[src/rtl/clock_step_controller_if.sv]
// Front-panel bundle between the board (keys, switches, CPU PC) and the
// step controller. The controller uses the slave side.
interface clock_step_controller_if;
    logic        key_step_n;
    logic        key_rst_n;
    logic        run_sw;
    logic        bp_en;
    logic [15:0] bp_addr;
    logic [15:0] pc;
    logic        cpu_step;
    logic        cpu_reset_L;
    logic [1:0]  mode;
    logic        halted;
    logic [15:0] step_count;

    modport master (
        output key_step_n, key_rst_n, run_sw, bp_en, bp_addr, pc,
        input  cpu_step, cpu_reset_L, mode, halted, step_count
    );

    modport slave (
        input  key_step_n, key_rst_n, run_sw, bp_en, bp_addr, pc,
        output cpu_step, cpu_reset_L, mode, halted, step_count
    );
endinterface

[src/rtl/clock_step_controller.sv]
// Debounces the board keys and turns them into a one-cycle CPU step enable,
// a free-running divided step, a PC breakpoint and a registered CPU reset.
module clock_step_controller #(
    parameter int DEBOUNCE_CYCLES = 50000,
    parameter int RUN_DIV         = 5000000,
    parameter int CNT_W           = 24
) (
    input  logic                    clock,
    input  logic                    reset,
    clock_step_controller_if.slave  ifc
);
    typedef enum logic [1:0] {
        ST_STEP  = 2'b00,
        ST_RUN   = 2'b01,
        ST_BREAK = 2'b10
    } mode_e;

    localparam int KEY_STEP = 0;
    localparam int KEY_RST  = 1;
    localparam logic [CNT_W-1:0] DB_LAST  = CNT_W'(DEBOUNCE_CYCLES - 1);
    localparam logic [CNT_W-1:0] RUN_LAST = CNT_W'(RUN_DIV - 1);

    logic [1:0]       key_raw, key_s1, key_s2, key_db, key_db_q;
    logic [CNT_W-1:0] db_cnt [2];
    logic [CNT_W-1:0] presc;
    mode_e            state;
    logic             armed;
    logic             step_q, reset_l_q, halted_q;
    logic [15:0]      count_q;
    logic             press, rst_held, bp_hit, bp_clear, terminal;

    assign key_raw = {ifc.key_rst_n, ifc.key_step_n};

    // Keys are released (1) out of reset so no phantom press appears.
    always_ff @(posedge clock) begin
        if (reset) begin
            key_s1   <= '1;
            key_s2   <= '1;
            key_db   <= '1;
            key_db_q <= '1;
            // NOTE: db_cnt is a two-entry register array, not RAM, so every
            // entry is reset to discard any partial debounce count.
            for (int i = 0; i < 2; i++) db_cnt[i] <= '0;
        end else begin
            // NOTE: non-blocking assignments keep the synchronizer stages
            // sampling the previous cycle's values, independent of order.
            key_s1   <= key_raw;
            key_s2   <= key_s1;
            key_db_q <= key_db;
            for (int i = 0; i < 2; i++) begin
                if (key_s2[i] == key_db[i]) begin
                    db_cnt[i] <= '0;
                end else if (db_cnt[i] == DB_LAST) begin
                    key_db[i] <= key_s2[i];
                    db_cnt[i] <= '0;
                end else begin
                    db_cnt[i] <= db_cnt[i] + CNT_W'(1);
                end
            end
        end
    end

    assign press    = key_db_q[KEY_STEP] & ~key_db[KEY_STEP];
    assign rst_held = ~key_db[KEY_RST];
    assign bp_hit   = ifc.bp_en && armed && (ifc.pc == ifc.bp_addr);
    assign bp_clear = !ifc.bp_en || (ifc.pc != ifc.bp_addr);
    assign terminal = (presc == RUN_LAST);

    always_ff @(posedge clock) begin
        if (reset) begin
            state     <= ST_STEP;
            presc     <= '0;
            armed     <= 1'b1;
            step_q    <= 1'b0;
            reset_l_q <= 1'b0;
            halted_q  <= 1'b0;
            count_q   <= '0;
        end else begin
            step_q    <= 1'b0;
            reset_l_q <= ~rst_held;
            if (rst_held) begin
                // A press still steps so the CPU can clock in its reset.
                state    <= ST_STEP;
                halted_q <= 1'b0;
                presc    <= '0;
                armed    <= 1'b1;
                count_q  <= '0;
                step_q   <= press;
            end else begin
                if (bp_clear) armed <= 1'b1;
                case (state)
                    ST_STEP: begin
                        if (press) begin
                            step_q  <= 1'b1;
                            count_q <= count_q + 16'd1;
                        end
                        if (ifc.run_sw) begin
                            state <= ST_RUN;
                            presc <= '0;
                        end
                    end
                    ST_RUN: begin
                        presc <= terminal ? '0 : presc + CNT_W'(1);
                        if (terminal && bp_hit) begin
                            state    <= ST_BREAK;
                            halted_q <= 1'b1;
                            armed    <= 1'b0;
                        end else begin
                            if (terminal) begin
                                step_q  <= 1'b1;
                                count_q <= count_q + 16'd1;
                            end
                            if (!ifc.run_sw) state <= ST_STEP;
                        end
                    end
                    ST_BREAK: begin
                        if (press) begin
                            step_q   <= 1'b1;
                            count_q  <= count_q + 16'd1;
                            halted_q <= 1'b0;
                            presc    <= '0;
                            state    <= ifc.run_sw ? ST_RUN : ST_STEP;
                        end else if (!ifc.run_sw) begin
                            halted_q <= 1'b0;
                            state    <= ST_STEP;
                        end
                    end
                    default: begin
                        state    <= ST_STEP;
                        halted_q <= 1'b0;
                    end
                endcase
            end
        end
    end

    assign ifc.cpu_step    = step_q;
    assign ifc.cpu_reset_L = reset_l_q;
    assign ifc.mode        = state;
    assign ifc.halted      = halted_q;
    assign ifc.step_count  = count_q;
endmodule
[src/flat_wrapper.sv]
// flat-port wrapper written by rule: the top's interface ports become plain ports
module clock_step_controller_flat 
#(
    parameter int DEBOUNCE_CYCLES = 50000,
    parameter int RUN_DIV         = 5000000,
    parameter int CNT_W           = 24
)
  (clock, reset, ifc_key_step_n, ifc_key_rst_n, ifc_run_sw, ifc_bp_en, ifc_bp_addr, ifc_pc, ifc_cpu_step, ifc_cpu_reset_L, ifc_mode, ifc_halted, ifc_step_count);
  clock_step_controller_if ifc_i ();
  input  logic clock;
  input  logic reset;
  input wire logic [$bits(ifc_i.key_step_n)-1:0] ifc_key_step_n;
  input wire logic [$bits(ifc_i.key_rst_n)-1:0] ifc_key_rst_n;
  input wire logic [$bits(ifc_i.run_sw)-1:0] ifc_run_sw;
  input wire logic [$bits(ifc_i.bp_en)-1:0] ifc_bp_en;
  input wire logic [$bits(ifc_i.bp_addr)-1:0] ifc_bp_addr;
  input wire logic [$bits(ifc_i.pc)-1:0] ifc_pc;
  output wire logic [$bits(ifc_i.cpu_step)-1:0] ifc_cpu_step;
  output wire logic [$bits(ifc_i.cpu_reset_L)-1:0] ifc_cpu_reset_L;
  output wire logic [$bits(ifc_i.mode)-1:0] ifc_mode;
  output wire logic [$bits(ifc_i.halted)-1:0] ifc_halted;
  output wire logic [$bits(ifc_i.step_count)-1:0] ifc_step_count;
  assign ifc_i.key_step_n = ifc_key_step_n;
  assign ifc_i.key_rst_n = ifc_key_rst_n;
  assign ifc_i.run_sw = ifc_run_sw;
  assign ifc_i.bp_en = ifc_bp_en;
  assign ifc_i.bp_addr = ifc_bp_addr;
  assign ifc_i.pc = ifc_pc;
  assign ifc_cpu_step = ifc_i.cpu_step;
  assign ifc_cpu_reset_L = ifc_i.cpu_reset_L;
  assign ifc_mode = ifc_i.mode;
  assign ifc_halted = ifc_i.halted;
  assign ifc_step_count = ifc_i.step_count;
  clock_step_controller #(.DEBOUNCE_CYCLES(DEBOUNCE_CYCLES), .RUN_DIV(RUN_DIV), .CNT_W(CNT_W)) u_core (.clock(clock), .reset(reset), .ifc(ifc_i));
endmodule
[config.mk]
export PLATFORM = sky130hd
export DESIGN_NAME = clock_step_controller_flat
export DESIGN_NICKNAME = d
export VERILOG_FILES = /design/src/rtl/clock_step_controller_if.sv /design/src/rtl/clock_step_controller.sv /design/src/flat_wrapper.sv
export SDC_FILE = /design/constraint.sdc
export NUM_CORES = 1
export LEC_CHECK = 0
export BUFFER_PORTS_ARGS = -buffer_cell sky130_fd_sc_hd__buf_2
export CAP_MARGIN = 20
export CELL_PAD_IN_SITES_DETAIL_PLACEMENT = 0
export CELL_PAD_IN_SITES_GLOBAL_PLACEMENT = 1
export CORE_ASPECT_RATIO = 0.5
export CORE_MARGIN = 10
export CORE_UTILIZATION = 49
export CTS_BUF_LIST = sky130_fd_sc_hd__clkbuf_8 sky130_fd_sc_hd__clkbuf_16
export DETAILED_ROUTE_END_ITERATION = 7
export HOLD_SLACK_MARGIN = 0.05
export PLACE_DENSITY = 0.89
export REMOVE_ABC_BUFFERS = 1
export SLEW_MARGIN = 20
export SYNTH_ARGS = -nofsm -noshare
export SYNTH_HDL_FRONTEND = slang
export SYNTH_SLANG_ARGS = --single-unit
export TNS_END_PERCENT = 10
[constraint.sdc]
create_clock -name clock -period 6.1 [get_ports clock]
set_input_delay 0.305 -clock clock [delete_from_list [all_inputs] [get_ports clock]]
set_output_delay 0.305 -clock clock [all_outputs]
set_load 0.05 [all_outputs]
Word-level counts from Yosys, hierarchy flattened
Memory sizes are Yosys's and may differ from the RTL's.
Cells that the tools add are included.

storage, ports and cells
  output and inout bits = 21
  word-level logic and storage cells = 116
  memory bits (writable) = 48
  register bits after elaboration = 53
  memories = 1

memory list
  memory         depth  bits a word  read ports  clocked after memory_dff  wr ports  RTL line                     text
  u_core.db_cnt  2      24           2           0                         2         clock_step_controller.sv:24  logic [CNT_W-1:0] db_cnt [2];

cells by class
  reduce and logical (&&, ||, !) cells = 15
  bitwise operators = 12
  $add $sub $neg = 4
  eq/ne operators = 16
  multiplexer cells = 56

operators by type and width
  operator                 number
  $mux W24                 9
  $add A24 B1 Y24 const B  3
  $pmux W24 S3             1
  $eq A24 B16 Y1 const B   2
  $mux W16                 3
  $mux W1                  35
  $pmux W16 S2             1
  $eq A24 B23 Y1 const B   1
  $add A16 B1 Y16 const B  1
  $eq A16 B16 Y1           1
  $ne A16 B16 Y1           1
  $mux W2                  4
  $ne A2 B1 Y1 const B     4
  $or A1 B1 Y1             6
  $pmux W2 S3              1
  $reduce_and A3 Y1        2
  $not A1 Y1               5
  $ne A2 B2 Y1 const B     2
  $reduce_and A2 Y1        2
  $reduce_and A4 Y1        1
  $reduce_or A2 Y1         2
  $logic_and A1 B1 Y1      3
  $ne A3 B2 Y1 const B     1
  $pmux W1 S3              1
  other kinds (10)         11

Logic depth before layout (Yosys ltp)
Gate-level depths: netlist of the first run.
An unclocked memory read counts as a cell.

  word-level depth = 8
  mapped depth = 8
  gate-level depth less buffers = 7

Worst setup path after synthesis of the first run
Ideal clock, no wire load.

  path type = register -> register
  start = reg u_core.state[0] (netlist: u_core.ifc.mode[0])
  end = reg u_core.presc[23]
  path slack = 3645 ps
  stages on the path, launching flop included = 8
  arrival = 2337 ps
  required time = 5982 ps
  cells stage by stage = dfxtp_1 or3b_2 clkbuf_1 a211oi_1 nand2_1 nor4_1 xnor2_1 nor2_1

between the ends
  longest elaborated chain between the ends = 3
  elaborated cells on any way between the ends = 8
  classes of those cells = eq/ne: 4; mux: 1; reduce/logical: 3

RTL lines
  element                                         RTL line                      text
  start, declared                                 clock_step_controller.sv:26   mode_e state;
  start signal, assigned                          clock_step_controller.sv:122  state <= ifc.run_sw ? ST_RUN : ST_STEP;
  $eq A2 B2 Y1 (tied with other cells)            clock_step_controller.sv:91   case (state)
  $ne A2 B1 Y1 (no line) (tied with other cells)  n/a
  $reduce_and A3 Y1 (no line)                     n/a
  end signal, assigned                            clock_step_controller.sv:103  presc <= terminal ? '0 : presc + CNT_W'(1);
  end, declared                                   clock_step_controller.sv:25   logic [CNT_W-1:0] presc;

Parallel ways exist; a longest one is shown, timed or not.
A chain may end at the register's enable or synchronous reset.

Final worst setup path of the first run
  start = reg u_core.presc[13]
  end = reg u_core.presc[23]

between the ends
  longest elaborated chain between the ends = 3
  elaborated cells on any way between the ends = 4
  classes of those cells = add/sub: 1; eq/ne: 1; mux: 2

RTL lines
  element                                                   RTL line
  $add A24 B1 Y24 / $eq A24 B23 Y1 (equally long branches)  clock_step_controller.sv:103, clock_step_controller.sv:67
  $mux W24 (*)                                              clock_step_controller.sv:103
  $pmux W24 S3 (*)                                          clock_step_controller.sv:91

Mark *: on every way between the ends. The rest lies on a longest branch, timed or not.

==> flow_metrics.tcl, run 1 <==
set metrics [dict create \
    worstPathMaxFanout 24 \
    slew_violations 0 \
    arrival_ns 3.12 \
    start_kind "flip-flop" \
    period_needed_ns 2.919 \
    ctsResizeCount 0 \
    die_w_um 165.1 \
    dp_hpwl_um 7507 \
    reg2reg_setup_slack_ns 3.18 \
    io_buffers 58 \
    synthAdderAreaFrac 0.009706 \
    synth-xor-area-share 0.1427 \
    p_per_area_nw_per_um2 228.3 \
    numClockSinks 101 \
    utilization 0.5906 \
    synth.distinct_cells 46 \
    slowest_stage "o311ai_0" \
    min_from "ifc_key_step_n" \
    p_leak_uw 0.002292 \
    die_area_sq_um 15270 \
    min_to "u_core.key_s1[0]$_SDFF_PP1_" \
    end_kind "flip-flop" \
    final_layout_size_suffix_gt1_frac 0.1433 \
    ys.flop_type "dfxtp_1" \
    crit_family "simple AND/OR/NAND/NOR gates" \
    insertion_delay_ns 0.35 \
    drtIter0Drc 147 \
    grt_usage 0.1404 \
    setup_viol 0 \
    cts.path.max_buffers 2 \
    slew_headroom 0.3895 \
    max_cap_viol_count 0 \
    cts_tree "done" \
    synthCells 541 \
    wl_per_cell_um 12.96 \
    htree_levels 3 \
    rsz0062_at_grt "no" \
    crit_required_ns 6.30 \
    worstHoldPathType "in -> reg" \
    synth.area.mux_share 0.02135 \
    synth-warning-count 0 \
    grt_max_degree 25 \
    synth_compound_area_frac 0.05460 \
    avgSynthCellArea_sq_um 9.531 \
    postRouteAntennaNets 0 \
    fin_setup_tns_ns 0 \
    grt_pass1_wl_um 17910 \
    nets 686 \
    yosysSeqAreaShare 0.4853 \
    synth_top_family_by_area "simple AND/OR/NAND/NOR gates" \
    whs_ns 0.1416 \
    drc 0 \
    r2r-start "u_core.presc[13]$_SDFFE_PP0P_" \
    pin_count 59 \
    diodes 0 \
    fin_crit_sh 0.4785 \
    critPathMaxStageDelay_ns 0.64 \
    worstReg2RegEnd "u_core.presc[23]$_SDFFE_PP0P_" \
    first_pass_iters 4 \
    cts_buffers 9 \
    antenna_found_initial 0 \
    synth-seq-cells 101 \
    syn_to_final_growth_pct 17.37 \
    worstMarginPinSlew_ns 0.9103 \
    synth-simple-area-share 0.2645 \
    crit_path_cell_trace "or4b_1, or4_4, o311ai_0, nand2_1, nand2_1, nor2_1" \
    fmax_ghz 0.3426 \
    crit_top_cell "nand2_1" \
    num_vias 3945 \
    grt_pass1_vias 3932 \
    gp_congestion 0.7665 \
    status "complete, no violations" \
    clk_pin_slew_ns 0.07 \
    placed_cells 773 \
    hold_depth 2 \
    crit_type "reg -> reg" \
    die_h_um 92.54 \
    row_count 26 \
    post_cts_buffers 0 \
    overflow 0 \
    synth_edf_count 48 \
    initial_core_util 0.5032 \
    cts_hold_buffers 0 \
    wl_um 10220 \
    syn_area_sq_um 5156 \
    fin_cells 789 \
    reg2reg_depth 6 \
    root_buffer "clkbuf_16" \
    crit_buf_inv 0 \
    core_area_sq_um 10250 \
    viasPerCell 5.000 \
    async_reset_ff_frac 0 \
    finClkSkew_ns 0.006518 \
    peakVddDrop_uv 141.8 \
    hold_viol 0 \
]
==> worst max-delay path by stage <==
stage                                             start                             to  slack, ns  depth (start not counted)
final                     u_core.presc[13]$_SDFFE_PP0P_  u_core.presc[23]$_SDFFE_PP0P_       3.18                          6
after global routing      u_core.presc[13]$_SDFFE_PP0P_  u_core.presc[23]$_SDFFE_PP0P_       2.90                          6
after CTS                 u_core.presc[13]$_SDFFE_PP0P_  u_core.presc[23]$_SDFFE_PP0P_       3.16                          6
after detailed placement  u_core.presc[13]$_SDFFE_PP0P_  u_core.presc[13]$_SDFFE_PP0P_       3.17                          6
after global placement    u_core.presc[13]$_SDFFE_PP0P_  u_core.presc[13]$_SDFFE_PP0P_       3.26                          6
after floorplan           u_core.presc[13]$_SDFFE_PP0P_   u_core.presc[0]$_SDFFE_PP0P_       3.55                          6
==> cell type report <==
| cell class | count | area, sq um |
|---|---|---|
| Clock inverter | 5 | 38.79 |
| Clock buffer | 11 | 264.0 |
| Sequential cell | 101 | 2502 |
| Tap cell | 140 | 175.2 |
| Inverter | 14 | 52.55 |
| Timing Repair Buffer | 59 | 297.8 |
| Multi-Input combinational cell | 459 | 2721 |
| Fill cell | 912 | 4195 |
==> stage by stage <==
step	power [uW]	cell area, sq um	setup WS, ns
global route	1432	6052	2.904
floorplan	796.8	5276	3.554
CTS	1399	6052	3.159
finish	1382	6052	3.181
global placement	822.6	5749	3.255
detailed placement	823.7	5749	3.174
==> report_power, final <==
part	internal, uW	switching [uW]	total (uW)
sequential	725	16.6	742
clock	316	257	573
combinational	29.7	37.4	67.1
total	1070	311	1380
==> per-layer routing <==
layer	vias up	track usage	part of all wire
met5	-	0	0
met1	1781	0.1770	0.50
met2	84	0.2204	0.43
li1	2068	-	-
met3	12	0.05521	0.063
met4	0	0.03666	0.013
==> cells in the mapped netlist, types with 2 or more instances <==
master | instances | share of area
nor3_1 | 14 | 0.014
or2_2 | 14 | 0.017
or3_1 | 3 | 0.0036
o2111ai_1 | 2 | 0.0034
o31ai_1 | 2 | 0.0029
clkbuf_1 | 11 | 0.0080
xnor2_1 | 28 | 0.048
nand2_1 | 53 | 0.039
nor2_1 | 90 | 0.066
or4_1 | 5 | 0.0073
a211oi_1 | 3 | 0.0044
ha_1 | 4 | 0.0097
and4_1 | 8 | 0.014
buf_2 | 3 | 0.0029
o21ai_0 | 3 | 0.0029
a21oi_1 | 6 | 0.0058
and2_1 | 5 | 0.0061
edfxtp_1 | 48 | 0.28
inv_1 | 14 | 0.010
o21a_1 | 4 | 0.0058
nand4_1 | 18 | 0.022
dfxtp_1 | 53 | 0.21
xor2_1 | 56 | 0.095
o41a_1 | 2 | 0.0044
and3_1 | 11 | 0.013
o31a_1 | 3 | 0.0051
nand3_1 | 27 | 0.026
nor4_1 | 16 | 0.019
mux2i_1 | 11 | 0.021
o211ai_1 | 6 | 0.0087
nand2b_1 | 2 | 0.0024
a2111oi_0 | 2 | 0.0034
==> layout by cell type, fill, tap and decap left out, types with 16 or more instances in the layout <==
cell type  count
edfxtp_1      48
nand3_1       27
nand2_1       53
xnor2_1       28
nor2_1        90
dfxtp_1       53
nand4_1       18
nor4_1        16
conb_1        48
buf_2         58
xor2_1        56
==> sequential cells by signal (all words and copies together), names as in the netlist <==
name and count:
u_core.key_db_q 1, u_core.ifc.step_count 16, u_core.presc 24, u_core.ifc.cpu_step 1, u_core.key_db 2, u_core.key_s2 2
u_core.key_s1 2, u_core.ifc.cpu_reset_L 1, u_core.db_cnt 48, u_core.ifc.halted 1, u_core.armed 1, u_core.ifc.mode 2
==> cells by family after synthesis <==
family,Yosys count
xor gates and xnor gates,84
DFF,101
muxes,11
adders and majority gates,4
AOI/OAI and AO/OA,38
buffers and inverters,28
other,1
and+or+nand+nor,274
(Power assumes the default switching activity.)
==> run 2: changes to the inputs <==
--- a/config.mk
+++ b/config.mk
@@ -11,11 +11,11 @@
 export CELL_PAD_IN_SITES_GLOBAL_PLACEMENT = 1
 export CORE_ASPECT_RATIO = 0.5
 export CORE_MARGIN = 10
-export CORE_UTILIZATION = 49
+export CORE_UTILIZATION = 41
 export CTS_BUF_LIST = sky130_fd_sc_hd__clkbuf_8 sky130_fd_sc_hd__clkbuf_16
 export DETAILED_ROUTE_END_ITERATION = 7
 export HOLD_SLACK_MARGIN = 0.05
-export PLACE_DENSITY = 0.89
+export PLACE_DENSITY = 0.8
 export REMOVE_ABC_BUFFERS = 1
 export SLEW_MARGIN = 20
 export SYNTH_ARGS = -nofsm -noshare
==> constraint.sdc (replaced) <==
create_clock -name clock -period 2.6 [get_ports clock]
set_input_delay 0.13 -clock clock [delete_from_list [all_inputs] [get_ports clock]]
set_output_delay 0.13 -clock clock [all_outputs]
set_load 0.05 [all_outputs]
==> flow_metrics.tcl, run 2 (same netlist as run 1, synthesis figures left out) <==
set metrics [dict create \
    row_count 28 \
    die_w_um 178.6 \
    grt_pass1_wl_um 18930 \
    final_cell_mix "nor2_1, buf_2, xor2_1" \
    dp_hpwl_um 8005 \
    pwr-share-comb 0.053 \
    slew_violations 0 \
    period_needed_ns 2.426 \
    p_int_uw 2565 \
    clk_pin_slew_ns 0.07 \
    arrival_ns 2.72 \
    die_area_sq_um 17730 \
    finClkSkew_ns 0.008080 \
    first_pass_iters 5 \
    hold_viol 0 \
    antenna_found_initial 0 \
    largest_register "u_core.db_cnt" \
    viasPerCell 4.844 \
    fmax_ghz 0.4122 \
    root_buffer "clkbuf_16" \
    overflow 0 \
    io_buffers 58 \
    worstPathMaxFanout 3 \
    grt_pass1_vias 4040 \
    nets 706 \
    worstHoldPathType "in -> reg" \
    largest_register_ffs 48 \
    fin_crit_sh 0.9330 \
    mostFrequentLayoutCell "nor2_1" \
    grt_max_degree 25 \
    crit_type "reg -> reg" \
    cts.path.max_buffers 2 \
    slew_headroom 0.6337 \
    drtIter0Drc 165 \
    p_switching_uw 699.5 \
    crit_required_ns 2.89 \
    slowest_stage "or4b_1" \
    p_leak_uw 0.002406 \
    p_per_area_nw_per_um2 520.1 \
    wl_per_cell_um 12.95 \
    crit_buf_inv 0 \
    pwr-share-seq 0.533 \
    setup_viol 0 \
    end_kind "flip-flop" \
    max_cap_viol_count 0 \
    crit_path_cell_trace "or4b_1, or4_4, nor4_2, o31ai_1, a2111oi_0, o21a_1" \
    total_power_uw 3264 \
    rsz0062_at_grt "no" \
    syn_to_final_growth_pct 21.72 \
    p_clk_frac 0.414 \
    core_area_sq_um 12050 \
    htree_levels 3 \
    initial_core_util 0.4278 \
    status "complete, no violations" \
    diodes 0 \
    postRouteAntennaNets 0 \
    fin_setup_tns_ns 0 \
    gp_congestion 0.7766 \
    start_kind "flip-flop" \
    peakVddDrop_uv 268.5 \
    pin_count 59 \
    critPathMaxStageDelay_ns 0.51 \
    final_layout_size_suffix_gt1_frac 0.1659 \
    num_vias 4040 \
    insertion_delay_ns 0.34 \
    sw_frac_of_total 0.2143 \
    grt_usage 0.1277 \
    die_h_um 99.30 \
    crit_family "simple AND/OR/NAND/NOR gates" \
    cts_buffers 9 \
    cts_tree "done" \
    worstMarginPinSlew_ns 0.5489 \
    drc 0 \
    numClockSinks 101 \
    wl_um 10800 \
]
run 2: power by group through the flow:
stage	clock network [uW]	logic [uW]	registers [uW]
finish	1350	174	1740
global route	1440	199	1750
CTS	1390	175	1740
detailed placement	0	172	1780
global placement	0	169	1770
floorplan	0	98.4	1770
run 2: area by class of cell:
cell class,instances,area (sq um)
flip-flops and latches,101,2502
repair buffers,79,478.0
multi-input cells,459,2729
inverters,14,52.55
clock buffers,13,291.5
fillers,1145,5776
well taps,165,206.4
clock inverters,3,16.27
run 2: stage by stage:
step                      worst slack (ns)  instances  utilization  hold WS [ns]  area, sq um
final                               0.1742        834       0.5208       0.07376         6276
after global routing               0.03467        834       0.5208       0.07177         6276
after CTS                          0.08307        834       0.5201       0.05821         6269
after detailed placement           0.09362        816       0.4929        0.3277         5941
after global placement              0.1102        816       0.4929        0.3248         5941
after floorplan                    0.05366        574            -        0.2028         5276
run 2: tightest hold or removal path, cell delays in order:
cell and delay, ns:
buf_2 0.12, o211ai_1 0.08, a31oi_1 0.04
run 2: worst paths after layout:
path,from,to,slack (ns),depth (start not counted)
worst max-delay path,u_core.presc[13]$_SDFFE_PP0P_,u_core.ifc.step_count[8]$_SDFFE_PP0P_,0.17,6
worst min-delay path,ifc_run_sw,u_core.ifc.mode[0]$_SDFFE_PP0P_,0.07,3
worst max register to register,u_core.presc[13]$_SDFFE_PP0P_,u_core.ifc.step_count[8]$_SDFFE_PP0P_,0.17,6
worst min register to register,u_core.key_s1[1]$_SDFF_PP1_,u_core.key_s2[1]$_SDFF_PP1_,0.41,1
run 2: metal layers:
metal  global-route usage  vias up  part of all wire
met5                    0        -                 0
met1               0.1656     1852              0.51
li1                     -     2109                 -
met4              0.04043        0             0.013
met2               0.2003       64              0.44
met3              0.03811       15             0.040
run 2: what timing repair did:
action	CTS	global route
buffers inserted	0	0
resized for setup	0	2
setup endpoints to repair	0	5
hold buffers	2	0
hold endpoints to repair	2	0
==> run 3: changes to the inputs <==
--- a/config.mk
+++ b/config.mk
@@ -11,11 +11,12 @@
 export CELL_PAD_IN_SITES_GLOBAL_PLACEMENT = 1
 export CORE_ASPECT_RATIO = 0.5
 export CORE_MARGIN = 10
-export CORE_UTILIZATION = 41
+export CORE_UTILIZATION = 30
 export CTS_BUF_LIST = sky130_fd_sc_hd__clkbuf_8 sky130_fd_sc_hd__clkbuf_16
 export DETAILED_ROUTE_END_ITERATION = 7
 export HOLD_SLACK_MARGIN = 0.05
-export PLACE_DENSITY = 0.8
+export PLACE_DENSITY = 0.63
+export RECOVER_POWER = 25
 export REMOVE_ABC_BUFFERS = 1
 export SLEW_MARGIN = 20
 export SYNTH_ARGS = -nofsm -noshare
==> flow_metrics.tcl, run 3 (same netlist as run 1, synthesis figures left out) <==
set metrics [dict create \
    gp_congestion 0.7525 \
    initial_core_util 0.3106 \
    num_vias 4013 \
    worstMarginPinSlew_ns 0.7128 \
    largest_register "u_core.db_cnt" \
    rsz0062_at_grt "no" \
    drc 0 \
    p_leak_uw 0.002309 \
    fin_crit_sh 0.9220 \
    mostFrequentLayoutCell "nor2_1" \
    root_buffer "clkbuf_16" \
    antenna_found_initial 0 \
    first_pass_iters 5 \
    postRouteAntennaNets 0 \
    max_cap_viol_count 0 \
    finClkSkew_ns 0.01021 \
    end_kind "flip-flop" \
    peakVddDrop_uv 296.7 \
    die_h_um 112.7 \
    die_area_sq_um 23150 \
    clk_pin_slew_ns 0.07 \
    crit_type "reg -> reg" \
    diodes 0 \
    p_per_area_nw_per_um2 505.4 \
    die_w_um 205.4 \
    utilization 0.3802 \
    slew_headroom 0.5248 \
    hold_viol 0 \
    slew_violations 0 \
    wl_um 10950 \
    worstPathMaxFanout 9 \
    grt_usage 0.09664 \
    syn_to_final_growth_pct 22.40 \
    period_needed_ns 2.397 \
    arrival_ns 2.63 \
    final_layout_size_suffix_gt1_frac 0.1272 \
    status "complete, no violations" \
    grt_pass1_vias 3886 \
    dp_hpwl_um 8077 \
    largest_register_ffs 48 \
    worstHoldPathType "in -> reg" \
    cts_buffers 9 \
    cts_tree "done" \
    crit_required_ns 2.84 \
    cts.path.max_buffers 2 \
    pin_count 59 \
    setup_viol 0 \
    fin_setup_tns_ns 0 \
    numClockSinks 101 \
    io_buffers 58 \
    drtIter0Drc 159 \
    row_count 33 \
    post_cts_buffers 0 \
    htree_levels 3 \
    insertion_delay_ns 0.34 \
    viasPerCell 4.484 \
    final_cell_mix "nor2_1, xor2_1, nand2_1, dfxtp_1" \
    nets 706 \
    whs_ns 0.06743 \
    core_area_sq_um 16600 \
    wl_per_cell_um 12.24 \
    fmax_ghz 0.4172 \
    start_kind "flip-flop" \
    grt_max_degree 25 \
    grt_pass1_wl_um 18790 \
    overflow 0 \
]
-- run 3: worst max-delay path: stages (launching register included) --
cell     delay [ns]
dfxtp_1        0.34
or4b_1         0.49
or4_4          0.46
nor4_4         0.22
nor2_4         0.10
or4_1          0.54
mux2i_1        0.13
-- run 3: final timing paths --
check                                                    from                                     to  slack, ns  cells after the start
worst max-delay path            u_core.presc[15]$_SDFFE_PP0P_  u_core.ifc.step_count[6]$_SDFFE_PP0P_       0.20                      6
worst max register to register  u_core.presc[15]$_SDFFE_PP0P_  u_core.ifc.step_count[6]$_SDFFE_PP0P_       0.20                      6
worst min register to register    u_core.key_s1[1]$_SDFF_PP1_            u_core.key_s2[1]$_SDFF_PP1_       0.41                      1
worst min-delay path                                    reset         u_core.ifc.cpu_step$_SDFF_PP0_       0.07                      2
-- run 3: repair_timing --
| item | CTS | global route |
|---|---|---|
| resized for setup | 0 | 5 |
| hold endpoints to repair | 2 | 0 |
| setup endpoints to repair | 0 | 28 |
| hold buffers | 2 | 0 |
-- run 3: area by class of cell --
cell class	count	area, sq um
clock inverter	4	16.27
timing repair buffer	79	456.7
tap	227	284.0
multi-input combinational	459	2735
fill	1714	10290
clock buffer	11	264.0
sequential	101	2502
inverter	14	52.55
-- run 3: power by group --
part	leakage, uW	switching, uW	internal [uW]
combinational	0.00124	92.3	80.4
clock	0.000150	560	717
sequential	0.000924	37.6	1700
-- run 3: through the flow --
step	worst slack, ns	power (uW)	std cells	instance area, sq um
3_3_place_gp	0.1145	1946	878	6031
5_1_grt	0.02486	3330	895	6311
6_report	0.2029	3190	895	6311
2_1_floorplan	0.05366	1869	574	5276
4_1_cts	0.07481	3245	895	6331
3_5_place_dp	0.08053	1947	878	6031
-- run 3: layer usage --
layer	GRT usage	wire [um]	up-vias
met5	0	0	-
met4	0.03019	106	0
met3	0.02733	449	9
met2	0.1442	4682	57
met1	0.1322	5715	1844
li1	-	-	2103
